$ cat src/rtl/ysyx_23060136_pkg.sv
// Shared definitions for the ysyx_23060136 execute unit.
// Divider FSM states and quotient-bit counts per operand width.
package ysyx_23060136_pkg;

  typedef enum logic [1:0] {
    DIV_IDLE,
    DIV_CALC,
    DIV_DONE
  } div_state_e;

  // Quotient bits resolved for a full-width and a word operation.
  localparam int DIV_LAT_DW = 64;
  localparam int DIV_LAT_W  = 32;

endpackage

$ cat src/rtl/ysyx_23060136_exu_div_step.sv
// One restoring division step: shift in a dividend bit, trial subtract.
// Ports: rem_i/bit_i/dvs_i in, rem_o next partial remainder, q_o quotient bit.
module ysyx_23060136_exu_div_step #(
  parameter int W = 64
) (
  input  logic [W-1:0] rem_i,
  input  logic         bit_i,
  input  logic [W-1:0] dvs_i,
  output logic [W-1:0] rem_o,
  output logic         q_o
);

  logic [W:0] diff;

  // rem_i < dvs_i always holds, so the shifted trial fits W+1 bits
  // and a clear borrow bit means the subtraction succeeded.
  always_comb begin
    diff  = {rem_i, bit_i} - {1'b0, dvs_i};
    q_o   = ~diff[W];
    rem_o = q_o ? diff[W-1:0] : {rem_i[W-2:0], bit_i};
  end

endmodule

$ cat src/rtl/ysyx_23060136_exu_div_param.sv
// Iterative restoring divider, BPC quotient bits per cycle, RV div/rem semantics.
// Ports: clk/rst/flush; in_valid/in_ready + operands; out_valid/out_ready + results.
module ysyx_23060136_exu_div_param
  import ysyx_23060136_pkg::*;
#(
  parameter int XLEN = 64,
  parameter int BPC  = 1
) (
  input  logic            clk,
  input  logic            rst,
  input  logic            flush,
  input  logic            in_valid,
  output logic            in_ready,
  input  logic [XLEN-1:0] dividend,
  input  logic [XLEN-1:0] divisor,
  input  logic            is_signed,
  input  logic            is_word,
  output logic            out_valid,
  input  logic            out_ready,
  output logic [XLEN-1:0] quotient,
  output logic [XLEN-1:0] remainder
);

  localparam int CW = 7;
  localparam int NDW = (XLEN == 32) ? DIV_LAT_W : DIV_LAT_DW;
  localparam logic [CW-1:0] N_D = CW'(NDW / BPC);
  localparam logic [CW-1:0] N_W = CW'(DIV_LAT_W / BPC);
  localparam logic [XLEN-1:0] LO32 = XLEN'(32'hFFFF_FFFF);
  localparam logic [XLEN-1:0] MIN_W = XLEN'(32'h8000_0000);
  localparam logic [XLEN-1:0] MIN_D = {1'b1, {(XLEN-1){1'b0}}};

  div_state_e state_q, state_d;
  logic [CW-1:0] cnt_q, cnt_d;
  logic word_q, word_d;
  logic qneg_q, qneg_d;
  logic rneg_q, rneg_d;
  logic [XLEN-1:0] dvs_q, dvs_d;
  logic [XLEN-1:0] dq_q, dq_d;
  logic [XLEN-1:0] rem_q, rem_d;
  logic [XLEN-1:0] quo_q, quo_d;
  logic [XLEN-1:0] rmd_q, rmd_d;

  logic [BPC:0][XLEN-1:0] rem_c;
  logic [BPC:0][XLEN-1:0] dq_c;
  logic [BPC-1:0] qb;

  function automatic logic [XLEN-1:0] sx(
    input logic w, input logic [XLEN-1:0] x);
    if (!w) return x;
    return x[31] ? (x | ~LO32) : (x & LO32);
  endfunction

  // dq holds the left-aligned dividend magnitude; quotient bits
  // shift in from the bottom as dividend bits leave the top.
  assign rem_c[0] = rem_q;
  assign dq_c[0]  = dq_q;

  for (genvar i = 0; i < BPC; i++) begin : g_step
    ysyx_23060136_exu_div_step #(.W(XLEN)) u_step (
      .rem_i (rem_c[i]),
      .bit_i (dq_c[i][XLEN-1]),
      .dvs_i (dvs_q),
      .rem_o (rem_c[i+1]),
      .q_o   (qb[i])
    );
    assign dq_c[i+1] = {dq_c[i][XLEN-2:0], qb[i]};
  end

  logic [XLEN-1:0] mask, a_x, b_x, a_mag, b_mag;
  logic [XLEN-1:0] wmask, q_raw, r_raw;
  logic a_neg, b_neg, b_zero, ovf;

  always_comb begin
    state_d = state_q;
    cnt_d   = cnt_q;
    word_d  = word_q;
    qneg_d  = qneg_q;
    rneg_d  = rneg_q;
    dvs_d   = dvs_q;
    dq_d    = dq_q;
    rem_d   = rem_q;
    quo_d   = quo_q;
    rmd_d   = rmd_q;

    mask   = is_word ? LO32 : '1;
    a_x    = sx(is_word, dividend);
    b_x    = sx(is_word, divisor);
    a_neg  = is_signed & (is_word ? dividend[31] : dividend[XLEN-1]);
    b_neg  = is_signed & (is_word ? divisor[31] : divisor[XLEN-1]);
    a_mag  = (a_neg ? -a_x : a_x) & mask;
    b_mag  = (b_neg ? -b_x : b_x) & mask;
    b_zero = (divisor & mask) == '0;
    ovf    = is_signed
           && ((dividend & mask) == (is_word ? MIN_W : MIN_D))
           && ((divisor & mask) == mask);

    wmask = word_q ? LO32 : '1;
    q_raw = dq_c[BPC] & wmask;
    r_raw = rem_c[BPC] & wmask;
    q_raw = (qneg_q ? -q_raw : q_raw) & wmask;
    r_raw = (rneg_q ? -r_raw : r_raw) & wmask;

    unique case (state_q)
      DIV_IDLE: begin
        if (in_valid) begin
          word_d = is_word;
          qneg_d = a_neg ^ b_neg;
          rneg_d = a_neg;
          dvs_d  = b_mag;
          dq_d   = is_word ? (a_mag << (XLEN - 32)) : a_mag;
          rem_d  = '0;
          if (b_zero) begin
            quo_d   = '1;
            rmd_d   = a_x;
            state_d = DIV_DONE;
          end else if (ovf) begin
            quo_d   = a_x;
            rmd_d   = '0;
            state_d = DIV_DONE;
          end else begin
            cnt_d   = is_word ? N_W : N_D;
            state_d = DIV_CALC;
          end
        end
      end
      DIV_CALC: begin
        dq_d  = dq_c[BPC];
        rem_d = rem_c[BPC];
        cnt_d = cnt_q - CW'(1);
        if (cnt_q == CW'(1)) begin
          quo_d   = sx(word_q, q_raw);
          rmd_d   = sx(word_q, r_raw);
          state_d = DIV_DONE;
        end
      end
      DIV_DONE: begin
        if (out_ready) state_d = DIV_IDLE;
      end
      default: state_d = DIV_IDLE;
    endcase

    if (flush) begin
      state_d = DIV_IDLE;
      cnt_d   = '0;
    end
  end

  always_ff @(posedge clk) begin
    if (rst) begin
      state_q <= DIV_IDLE;
      cnt_q   <= '0;
      word_q  <= 1'b0;
      qneg_q  <= 1'b0;
      rneg_q  <= 1'b0;
      dvs_q   <= '0;
      dq_q    <= '0;
      rem_q   <= '0;
      quo_q   <= '0;
      rmd_q   <= '0;
    end else begin
      state_q <= state_d;
      cnt_q   <= cnt_d;
      word_q  <= word_d;
      qneg_q  <= qneg_d;
      rneg_q  <= rneg_d;
      dvs_q   <= dvs_d;
      dq_q    <= dq_d;
      rem_q   <= rem_d;
      quo_q   <= quo_d;
      rmd_q   <= rmd_d;
    end
  end

  assign in_ready  = (state_q == DIV_IDLE);
  assign out_valid = (state_q == DIV_DONE);
  assign quotient  = quo_q;
  assign remainder = rmd_q;

endmodule

$ cat config.mk
export PLATFORM = sky130hd
export DESIGN_NAME = ysyx_23060136_exu_div_param
export DESIGN_NICKNAME = d
export VERILOG_FILES = /design/src/rtl/ysyx_23060136_pkg.sv /design/src/rtl/ysyx_23060136_exu_div_step.sv /design/src/rtl/ysyx_23060136_exu_div_param.sv
export SDC_FILE = /design/constraint.sdc
export NUM_CORES = 1
export LEC_CHECK = 0
export CORE_MARGIN = 4
export CORE_UTILIZATION = 35
export DETAILED_ROUTE_END_ITERATION = 7
export GPL_ROUTABILITY_DRIVEN = 1
export GPL_TIMING_DRIVEN = 0
export SYNTH_ARGS = -nofsm -noshare
export SYNTH_HDL_FRONTEND = slang
export SYNTH_SLANG_ARGS = --single-unit
$ cat constraint.sdc
create_clock -name clk -period 7.4 [get_ports clk]
set_input_delay 1.48 -clock clk [delete_from_list [all_inputs] [get_ports clk]]
set_output_delay 1.48 -clock clk [all_outputs]
set_load 0.005 [all_outputs]
After elaboration in Yosys (flattened, before gate mapping)
Cells that the tools add are included.
W data, S select, Z words.
- flip-flop bits (word level): 332
- word-level logic and storage cells: 99
- add/sub/neg operators: 6
- eq/ne operators: 11
- muxes and demuxes: 49
- bitwise logic cells: 12
- reductions and logical operators: 11
- operator list (cell ; count):
    $mux W64 ; 29
    $and A64 B64 Y64 ; 8
    $pmux W64 S2 ; 4
    $neg A64 Y64 ; 4
    $eq A64 B64 Y1 ; 2
    $sub A65 B64 Y65 ; 1
    $logic_not A64 Y1 ; 1
    $mux W7 ; 4
    $pmux W7 S2 ; 1
    $mux W2 ; 5
    $ne A2 B2 Y1 const B ; 4
    $reduce_and A4 Y1 ; 2
    $eq A7 B1 Y1 const B ; 1
    $sub A7 B1 Y7 const B ; 1
    $pmux W2 S3 ; 1
    $mux W1 ; 5
    $reduce_and A2 Y1 ; 2
    $ne A3 B1 Y1 const B ; 1
    $reduce_and A3 Y1 ; 1
    $and A1 B1 Y1 ; 2
    $eq A2 B1 Y1 const B ; 1
    $eq A2 B2 Y1 const B ; 1
    $logic_and A1 B1 Y1 ; 2
    $logic_not A2 Y1 ; 1
    5 further kinds ; 5

Depth between registers and ports, before layout
Gate-level depths: netlist (run 1).
- depth after elaboration: 10
- mapped depth: 29
- gate-level depth less buffers: 26

Modules after synthesis
A second synthesis (run 1) with hierarchy kept.
- cell total of the unflattened synthesis: 3496
- area, all modules: 25869.8 um^2
- by module, submodules not included (module ; instances ; cells an instance ; area an instance (um^2)):
    ysyx_23060136_exu_div_param ; 1 ; 2774 ; 20699.9
    ysyx_23060136_exu_div_step ; 1 ; 722 ; 5170.0

Worst setup path before layout (run 1)
No wires, ideal clock.
- path kind: register -> register
- from: register dq_q[63]
- to: register quo_q[62] (netlist: quotient[62])
- data arrival time: 6.341 ns
- required time: 7.286 ns
- setup slack: 0.945 ns
- cell stages (with the launch flop): 30
- buffers on the path: 4
- clock period less this slack: 6.455 ns
- path through: dfxtp_1 -> inv_1 -> ha_1 -> fa_1 -> nand2b_1 -> a211o_1 -> a31oi_2 -> a21boi_1 -> nor3_2 -> o211a_1 -> nor2_4 -> inv_2 -> buf_2 -> buf_1 -> clkbuf_1 -> buf_1 -> ha_1 -> nand2b_1 -> or3_1 -> or2_2 -> nor3_1 -> and3_1 -> nand2_1 -> or3_1 -> or3_1 -> o21ai_1 -> xor2_1 -> nor2_1 -> o21ai_1 -> nand2_1
- longest elaborated chain between the ends: 10
- elaborated cells on any way between the ends: 11
- ends and longest elaborated chain (item ; line ; RTL):
    start: declaration ; ysyx_23060136_exu_div_param.sv:38 ; logic [XLEN-1:0] dq_q, dq_d;
    start signal: assignment ; ysyx_23060136_exu_div_param.sv:167 ; dq_q <= dq_d;
    $sub A65 B64 Y65 (*) ; ysyx_23060136_exu_div_step.sv:18 ; diff = {rem_i, bit_i} - {1'b0, dvs_i};
    $not A1 Y1 (*) ; ysyx_23060136_exu_div_step.sv:19 ; q_o = ~diff[W];
    $and A64 B64 Y64 (*) ; ysyx_23060136_exu_div_param.sv:98 ; q_raw = dq_c[BPC] & wmask;
    $neg A64 Y64 (*) ; ysyx_23060136_exu_div_param.sv:100 ; q_raw = (qneg_q ? -q_raw : q_raw) & wmask;
    $mux W64 (*) ; ysyx_23060136_exu_div_param.sv:100 ;
    $and A64 B64 Y64 (*) ; ysyx_23060136_exu_div_param.sv:100 ;
    $mux W64, on equally long branches ; ysyx_23060136_exu_div_param.sv:50, ysyx_23060136_exu_div_param.sv:49 ;
    $mux W64 (*) ; ysyx_23060136_exu_div_param.sv:50 ; return x[31] ? (x | ~LO32) : (x & LO32);
    $mux W64 (*) ; ysyx_23060136_exu_div_param.sv:130 ; if (cnt_q == CW'(1)) begin
    $pmux W64 S2 (*) ; ysyx_23060136_exu_div_param.sv:103 ; unique case (state_q)
    end signal: assignment ; ysyx_23060136_exu_div_param.sv:169 ; quo_q <= quo_d;
    end: declaration ; ysyx_23060136_exu_div_param.sv:40 ; logic [XLEN-1:0] quo_q, quo_d;
Mark *: on every way between the ends. The rest lies on a longest branch, timed or not. The select of a mux whose other input is x is not followed.
A chain may end at the register's enable or synchronous reset.

Final worst setup path (run 1)
- from: input is_word
- to: register quo_q[0] (netlist: quotient[0])
- longest elaborated chain between the ends: 7
- elaborated cells on any way between the ends: 16
- ends and longest elaborated chain (item ; line ; RTL):
    start: declaration ; ysyx_23060136_exu_div_param.sv:17 ; input logic is_word,
    $mux W64 ; ysyx_23060136_exu_div_param.sv:85 ; mask = is_word ? LO32 : '1;
    $and A64 B64 Y64 ; ysyx_23060136_exu_div_param.sv:94 ; && ((dividend & mask) == (is_word ? MIN_W : MIN_D))
    $eq A64 B64 Y1 ; ysyx_23060136_exu_div_param.sv:94 ;
    $logic_and A1 B1 Y1 ; ysyx_23060136_exu_div_param.sv:94 ;
    $logic_and A1 B1 Y1 ; ysyx_23060136_exu_div_param.sv:95 ; && ((divisor & mask) == mask);
    $ne A3 B1 Y1 (no line) ; n/a ;
    $reduce_and A4 Y1 (no line) ; n/a ;
Parallel ways exist; a longest one is shown, timed or not. The select of a mux whose other input is x is not followed.

==> metrics.txt, run 1 <==
Die ar.=80,880 µm²; Net Switching=0.002049 W; CTS tree=yes; Sw Ratio=36.29%; final worst-path cycle share=97.56%; RSZ-0062 raised after global routing=false; Yosys top cell area share=24.86%; Seq/Total Area, Yosys=24.86%; Fmax=138.5 MHz; worst vdd ir=0.1337 mV; flop2flop setup slack=0.27 ns; first-pass GRT wire length=211.5 mm; Stages on worst setup path=15; total power=0.005645 W; Worst Hold Class=reg -> reg; TritonRoute pass-1 iters=8; RR Startpoint=rem_q[12]$_SDFFE_PP0P_; Max clock buf depth=3; clock share of power=37.9%; Routed WL=150.1 mm; # port buffers=257; syn nets=3,976; synthesized instance count=3,769; slowest stage cell, crit path=clkbuf_1; CP delay by family, top=simple AND/OR/NAND/NOR gates; number of global-route vias before repair=30,030; Buf/Inv on CP=4; IO Pins=265; Flop pwr share=34.5%; Final Hold Fails=0; cell row count=101; synthesized area=26,740 µm²; Slew HR=4.339%; Slew Viols, Final=0; worst setup path startpoint=is_word; internal power=0.003597 W; initial antenna violation count=6; CP endpoint=quotient[0]$_SDFFE_PP0P_; clock-pin transition on the worst setup and hold timing paths=0.06 ns; clock skew=0.04507 ns; synth-to-layout area growth=19.88%; crit path max fanout=10; Arr. time, crit path=7.74 ns; total grt overflow=0; failing checks=DRC; CP max stage delay=0.80 ns; Final setup violation count=0; Leakage=11.56 nW; Worst Tran Pin Value=1.435 ns; Critical Path Start Type=input pin; leading area contributor after synthesis=dfxtp_1; Pwr per Cell Area=176.1 nW/µm²; CORE AREA=75,820 µm²; status=finished, violations left; Avg Cell Area, Syn=7.094 µm²; GRT Overall Usage=35.00%; largest net degree at the start of global routing=13; YS warnings=0; max cap viols=0; CTS Buf Count=41; CTS Root Buffer Type=clkbuf_16; Final Critical Period=7.219 ns; commonest non-fill, non-tap cell in the layout=nor2_1; setup_tns=0 ns; detailed-route via count=32,830; Cell variety after synth=105; Logic pwr share=27.5%; Final ANT Viol Nets=0; vias per cell=6.454; drc violations=8; clk sinks=332; capture instance of the worst register-to-register path=remainder[48]$_SDFFE_PP0P_; die height=284.4 µm; critical path cell sequence=clkbuf_1 -> nand2_1 -> o21ai_0 -> nand2_1 -> nor3_1 -> nand4_1 -> nor3_1 -> nor2_1 -> a21oi_1 -> nor2b_1 -> buf_2 -> clkbuf_2 -> clkbuf_1 -> o221ai_1 -> a21oi_1; number of synthesized register bits=332; Post-synth EDFFs=0; width of the die=284.4 µm; Starting Density=35.26%; DR iter-0 viols=4,865; post-detail-place hpwl=120.0 mm; fin nets=4,282; CTS Hold Buffers Added=0; crit path kind=in -> reg; most frequent cells in the layout=nor2_1, nand2_1, dfxtp_1; Async SR Flop Fraction=0%; GPL Wtd Cong=1.076; H-tree level count=2; Synth area leaders=dfxtp_1, nor2_1, nand2_1, a21oi_1, xnor2_1; layout cells sized above 1=5.067%; Main synth FF type=dfxtp_1; clk_lat worst skew=0.61 ns; CP endpoint kind=register; worst path required time=7.92 ns; Worst Reg2Reg Path Length in Cells=28; Avg WL per Cell=29.50 µm
worst min path at each step:
stage,startpoint,endpoint,depth (start not counted)
5_1_grt,quotient[48]$_SDFFE_PP0P_,quotient[48]$_SDFFE_PP0P_,2
2_1_floorplan,dvs_q[63]$_SDFFE_PP0P_,dvs_q[63]$_SDFFE_PP0P_,2
3_3_place_gp,quotient[37]$_SDFFE_PP0P_,quotient[37]$_SDFFE_PP0P_,2
3_5_place_dp,quotient[48]$_SDFFE_PP0P_,quotient[48]$_SDFFE_PP0P_,2
4_1_cts,quotient[48]$_SDFFE_PP0P_,quotient[48]$_SDFFE_PP0P_,2
6_report,quotient[36]$_SDFFE_PP0P_,quotient[36]$_SDFFE_PP0P_,2
synth_stat cells, types with 20 or more instances:
master,number
nor2_1,506
a221oi_1,49
ha_1,71
xor2_1,113
nor4_1,54
or4_1,24
nand2_1,411
a22oi_1,83
a311oi_1,20
o211ai_1,42
nand3_1,81
inv_1,112
o221ai_1,28
buf_1,23
clkbuf_1,214
nand2b_1,33
a211oi_1,82
o21ai_0,211
a21oi_1,288
xnor2_1,150
nand4_1,61
a31oi_1,62
dfxtp_1,332
buf_2,33
o31ai_1,44
mux2i_1,37
nor3_1,143
a21o_1,38
or3_1,56
o41ai_1,27
tightest hold or removal path, cell delays in order, from the launching register on:
cell     delay (ns)
dfxtp_1        0.30
nand2_1        0.05
nand2_1        0.04
per-layer routing:
layer | vias up | GRT usage, % | wire length (µm)
li1 | 14430 | - | -
met1 | 15690 | 49.20 | 63430
met2 | 2326 | 49.49 | 59700
met3 | 376 | 11.72 | 20580
met4 | 4 | 12.63 | 6338
met5 | - | 0 | 26
area by class of cell:
cell class              instances  area [µm²]
fillers                      8123       43770
multi-input cells            3046       18600
flip-flops and latches        332        6649
repair buffers                264        2625
well taps                     978        1224
clock buffers                  58        1161
plain buffers                 277        1141
inverters                     113       429.2
clock inverters                15       214.0
diodes                          4       10.01
logic make-up (layout without fill, tap and decap cells):
logic type / after synthesis / in the layout / synth area share (%)
AO/OA/AOI/OAI: 1168 / 1168 / 29.44
XOR/XNOR: 263 / 263 / 8.615
adder cells (fa/ha/maj): 72 / 72 / 3.397
buffers and inverters: 391 / 727 / 5.812
flip-flops: 332 / 332 / 24.86
multiplexers: 47 / 47 / 1.848
other: 0 / 4 / 0
AND/OR/NAND/NOR: 1496 / 1496 / 26.03
registers in the layout (all words and copies together), names as in the netlist:
register / flops
cnt_q: 7
dq_q: 64
dvs_q: 64
qneg_q: 1
quotient: 64
rem_q: 64
remainder: 64
rneg_q: 1
state_q: 2
word_q: 1
per-stage QoR:
step	std cells	hold slack (ns)	util, %	instance area, µm²	setup WS, ns
2_1_floorplan	3769	0.4319	-	26740	0.9450
3_3_place_gp	5004	0.4302	40.27	30530	-1.584
3_5_place_dp	5006	0.4277	40.31	30560	-1.616
4_1_cts	5081	0.4362	42.21	32000	0.01162
5_1_grt	5083	0.4552	42.26	32040	0.02088
6_report	5087	0.4314	42.27	32050	0.1807
timing repair:
action,CTS,global route
resized for setup,14,15
endpoints found under the setup margin,48,40
pin swaps,1,2
buffers inserted,2,3
endpoints found under the hold margin,0,0
power by group through the flow:
stage               clock (W)  sequential [W]  combinational [W]
CTS                   0.00213         0.00195            0.00148
global placement            0         0.00198            0.00147
floorplan                   0         0.00196           0.000849
global route          0.00221         0.00196            0.00163
finish                0.00214         0.00195            0.00155
detailed placement          0         0.00198            0.00147
No activity file was read; power rests on OpenSTA's default activity.
==> inputs of run 2 (changes only) <==
--- a/config.mk
+++ b/config.mk
@@ -5,6 +5,7 @@
 export SDC_FILE = /design/constraint.sdc
 export NUM_CORES = 1
 export LEC_CHECK = 0
+export CORE_ASPECT_RATIO = 1.5
 export CORE_MARGIN = 4
 export CORE_UTILIZATION = 35
 export DETAILED_ROUTE_END_ITERATION = 7
==> run 2 against run 1 <==
Net effect: the flow now finishes without violations; critical path type unchanged; sequential power barely moved; largest power group unchanged; fmax decreased by 0.57%; global-route usage grew 3.2 points; register-to-register slack worse by 0.04 ns; cell count rose by 0.31%; count of clock-buffer cells in the layout shrank 8; utilization rose by 0.29 points; combinational power up 3%; via count decreased by 1.6%; sequential cell count is the same; clock power about the same; sequential share of layout area about the same.
==> metrics.txt, run 2 (synthesis gave the netlist of run 1 again) <==
clock-pin transition on the worst setup and hold timing paths=0.05 ns (was 0.06 ns); clk_lat worst skew=0.62 ns (was 0.61 ns); Pwr per Cell Area=177.9 nW/µm² (was 176.1 nW/µm²); Worst Reg2Reg Path Length in Cells=28 (unchanged); CP max stage delay=0.81 ns (was 0.80 ns); Multi-input gate area=18,630 µm² (was 18,600 µm²); register area=6649 µm² (unchanged); Slew Viols, Final=0 (unchanged); worst vdd ir=0.1289 mV (was 0.1337 mV); Sw Ratio=36.95% (was 36.29%); Max clock buf depth=3 (unchanged); DR iter-0 viols=3,267 (was 4,865); # port buffers=257 (unchanged); initial antenna violation count=6 (unchanged); slowest stage cell, crit path=clkbuf_1 (unchanged); CP delay by family, top=buffers and inverters (was simple AND/OR/NAND/NOR gates); H-tree level count=2 (unchanged); first-pass GRT wire length=224.3 mm (was 211.5 mm); most frequent cells in the layout=nor2_1, nand2_1, dfxtp_1 (unchanged); total grt overflow=0 (unchanged); Final Critical Period=7.261 ns (was 7.219 ns); detailed-route via count=32,320 (was 32,830); internal power=0.003599 W (was 0.003597 W); Die ar.=80,970 µm² (was 80,880 µm²); final worst-path cycle share=98.12% (was 97.56%); Final setup violation count=0 (unchanged); CORE AREA=75,410 µm² (was 75,820 µm²); critical path cell sequence=clkdlybuf4s50_1 -> or4_1 -> nor3_1 -> and4_1 -> nand2_1 -> or2_1 -> clkbuf_1 -> nor3_1 -> nor2_1 -> a21oi_1 -> nor2b_1 -> buf_2 -> clkbuf_1 -> clkbuf_1 -> o221ai_1 -> a21oi_1 (was clkbuf_1 -> nand2_1 -> o21ai_0 -> nand2_1 -> nor3_1 -> nand4_1 -> nor3_1 -> nor2_1 -> a21oi_1 -> nor2b_1 -> buf_2 -> clkbuf_2 -> clkbuf_1 -> o221ai_1 -> a21oi_1); Final ANT Viol Nets=0 (unchanged); RR Startpoint=dq_q[63]$_SDFFE_PP0P_ (was rem_q[12]$_SDFFE_PP0P_); Avg WL per Cell=31.75 µm (was 29.50 µm); RSZ-0062 raised after global routing=false (unchanged); die height=346.5 µm (was 284.4 µm); Worst Tran Pin Value=1.368 ns (was 1.435 ns); synth-to-layout area growth=20.06% (was 19.88%); filler instances=8,110 (was 8,123); Final Hold Fails=0 (unchanged); vias per cell=6.334 (was 6.454); CTS tree=yes (unchanged); CTS Root Buffer Type=clkbuf_16 (unchanged); clock share of power=37.8% (was 37.9%); capture instance of the worst register-to-register path=quotient[62]$_SDFFE_PP0P_ (was remainder[48]$_SDFFE_PP0P_); Arr. time, crit path=7.76 ns (was 7.74 ns); Starting Density=35.46% (was 35.26%); flop2flop setup slack=0.23 ns (was 0.27 ns); TritonRoute pass-1 iters=7 (was 8); post-detail-place hpwl=131.9 mm (was 120.0 mm); commonest non-fill, non-tap cell in the layout=nor2_1 (unchanged); CTS Buf Count=40 (was 41); Flop pwr share=34.4% (was 34.5%); Worst Hold Class=reg -> reg (unchanged); Critical Path Start Type=input pin (unchanged); status=completed (was finished, violations left); setup_tns=0 ns (unchanged); clock skew=0.05040 ns (was 0.04507 ns); Hold Path Origin=quotient[56]$_SDFFE_PP0P_ (was quotient[36]$_SDFFE_PP0P_); worst path required time=7.90 ns (was 7.92 ns); GPL Wtd Cong=1.046 (was 1.076); IO Pins=265 (unchanged); max cap viols=0 (unchanged); fin nets=4,281 (was 4,282); Leakage=11.56 nW (about the same); Endpoint, Worst Hold=quotient[56]$_SDFFE_PP0P_ (was quotient[36]$_SDFFE_PP0P_); cell row count=123 (was 101); Fmax=137.7 MHz (was 138.5 MHz); Slew HR=8.792% (was 4.339%); Logic pwr share=27.8% (was 27.5%); layout cells sized above 1=5.072% (was 5.067%); width of the die=233.7 µm (was 284.4 µm); Buf/Inv on CP=5 (was 4); crit path max fanout=10 (unchanged); number of global-route vias before repair=30,710 (was 30,030); largest net degree at the start of global routing=20 (was 13); Hold Path Stages=2 (unchanged); CP endpoint kind=register (unchanged); clk sinks=332 (unchanged); GRT Overall Usage=38.15% (was 35.00%); drc violations=0 (was 8); total power=0.005709 W (was 0.005645 W); Routed WL=162.0 mm (was 150.1 mm); crit path kind=in -> reg (unchanged); Net Switching=0.002110 W (was 0.002049 W); CP dominant cell by count=clkbuf_1
-- run 2: stage by stage --
step                      instances  setup slack, ns  hold slack, ns  util [%]  instance area (µm²)
final                          5103           0.1390          0.4330     42.57                32100
after floorplan                3769           0.9450          0.4319         -                26740
after global routing           5102          0.01666          0.4482     42.57                32100
after CTS                      5098         0.005667          0.4370     42.48                32030
after global placement         5026           -2.527          0.4269     40.53                30560
after detailed placement       5028           -2.544          0.4297     40.57                30590
-- run 2: what timing repair did --
action / 4_1_cts / 5_1_grt
pin swaps: 2 / 2
setup buffers: 2 / 3
gates resized for setup: 15 / 9
hold buffers: 0 / 0
setup endpoints to repair: 51 / 18
-- run 2: worst max-delay path by stage --
stage                                     start                          to  slack [ns]  cells after the start
final                                divisor[6]   quotient[39]$_SDFFE_PP0P_        0.14                     16
after global routing      dq_q[63]$_SDFFE_PP0P_  remainder[48]$_SDFFE_PP0P_        0.02                     28
after CTS                 dq_q[63]$_SDFFE_PP0P_   quotient[62]$_SDFFE_PP0P_       0.006                     28
after detailed placement  dq_q[63]$_SDFFE_PP0P_   quotient[60]$_SDFFE_PP0P_       -2.54                     28
after global placement    dq_q[63]$_SDFFE_PP0P_   quotient[60]$_SDFFE_PP0P_       -2.53                     28
after floorplan           dq_q[63]$_SDFFE_PP0P_   quotient[62]$_SDFFE_PP0P_        0.95                     29
-- run 2: worst min-delay path, cell delays in order, from the launching register on --
cell	delay (ns)
dfxtp_1	0.30
nand2_1	0.05
nand2_1	0.04
-- run 2: cell type report --
type,instances,share of cell area [%]
Antenna cell,2,0.01559
Buffer,277,3.566
Clock buffer,50,3.453
Clock inverter,19,0.8029
Inverter,113,1.321
Multi-Input combinational cell,3046,58.04
Sequential cell,332,20.71
Tap cell,1000,3.898
Timing Repair Buffer,264,8.189
-- run 2: power groups by stage --
stage | Combinational (W) | Clock (W) | Sequential, W
6_report | 0.00159 | 0.00216 | 0.00196
5_1_grt | 0.00166 | 0.00222 | 0.00196
4_1_cts | 0.00153 | 0.00216 | 0.00196
3_5_place_dp | 0.00152 | 0 | 0.00200
3_3_place_gp | 0.00152 | 0 | 0.00200
2_1_floorplan | 0.000849 | 0 | 0.00196
-- run 2: routing by layer --
layer	part of all wire, %	track usage [%]
met1	35	41.44
met4	12	36.05
met2	46	62.74
met3	6.9	5.493
met5	0.0068	0
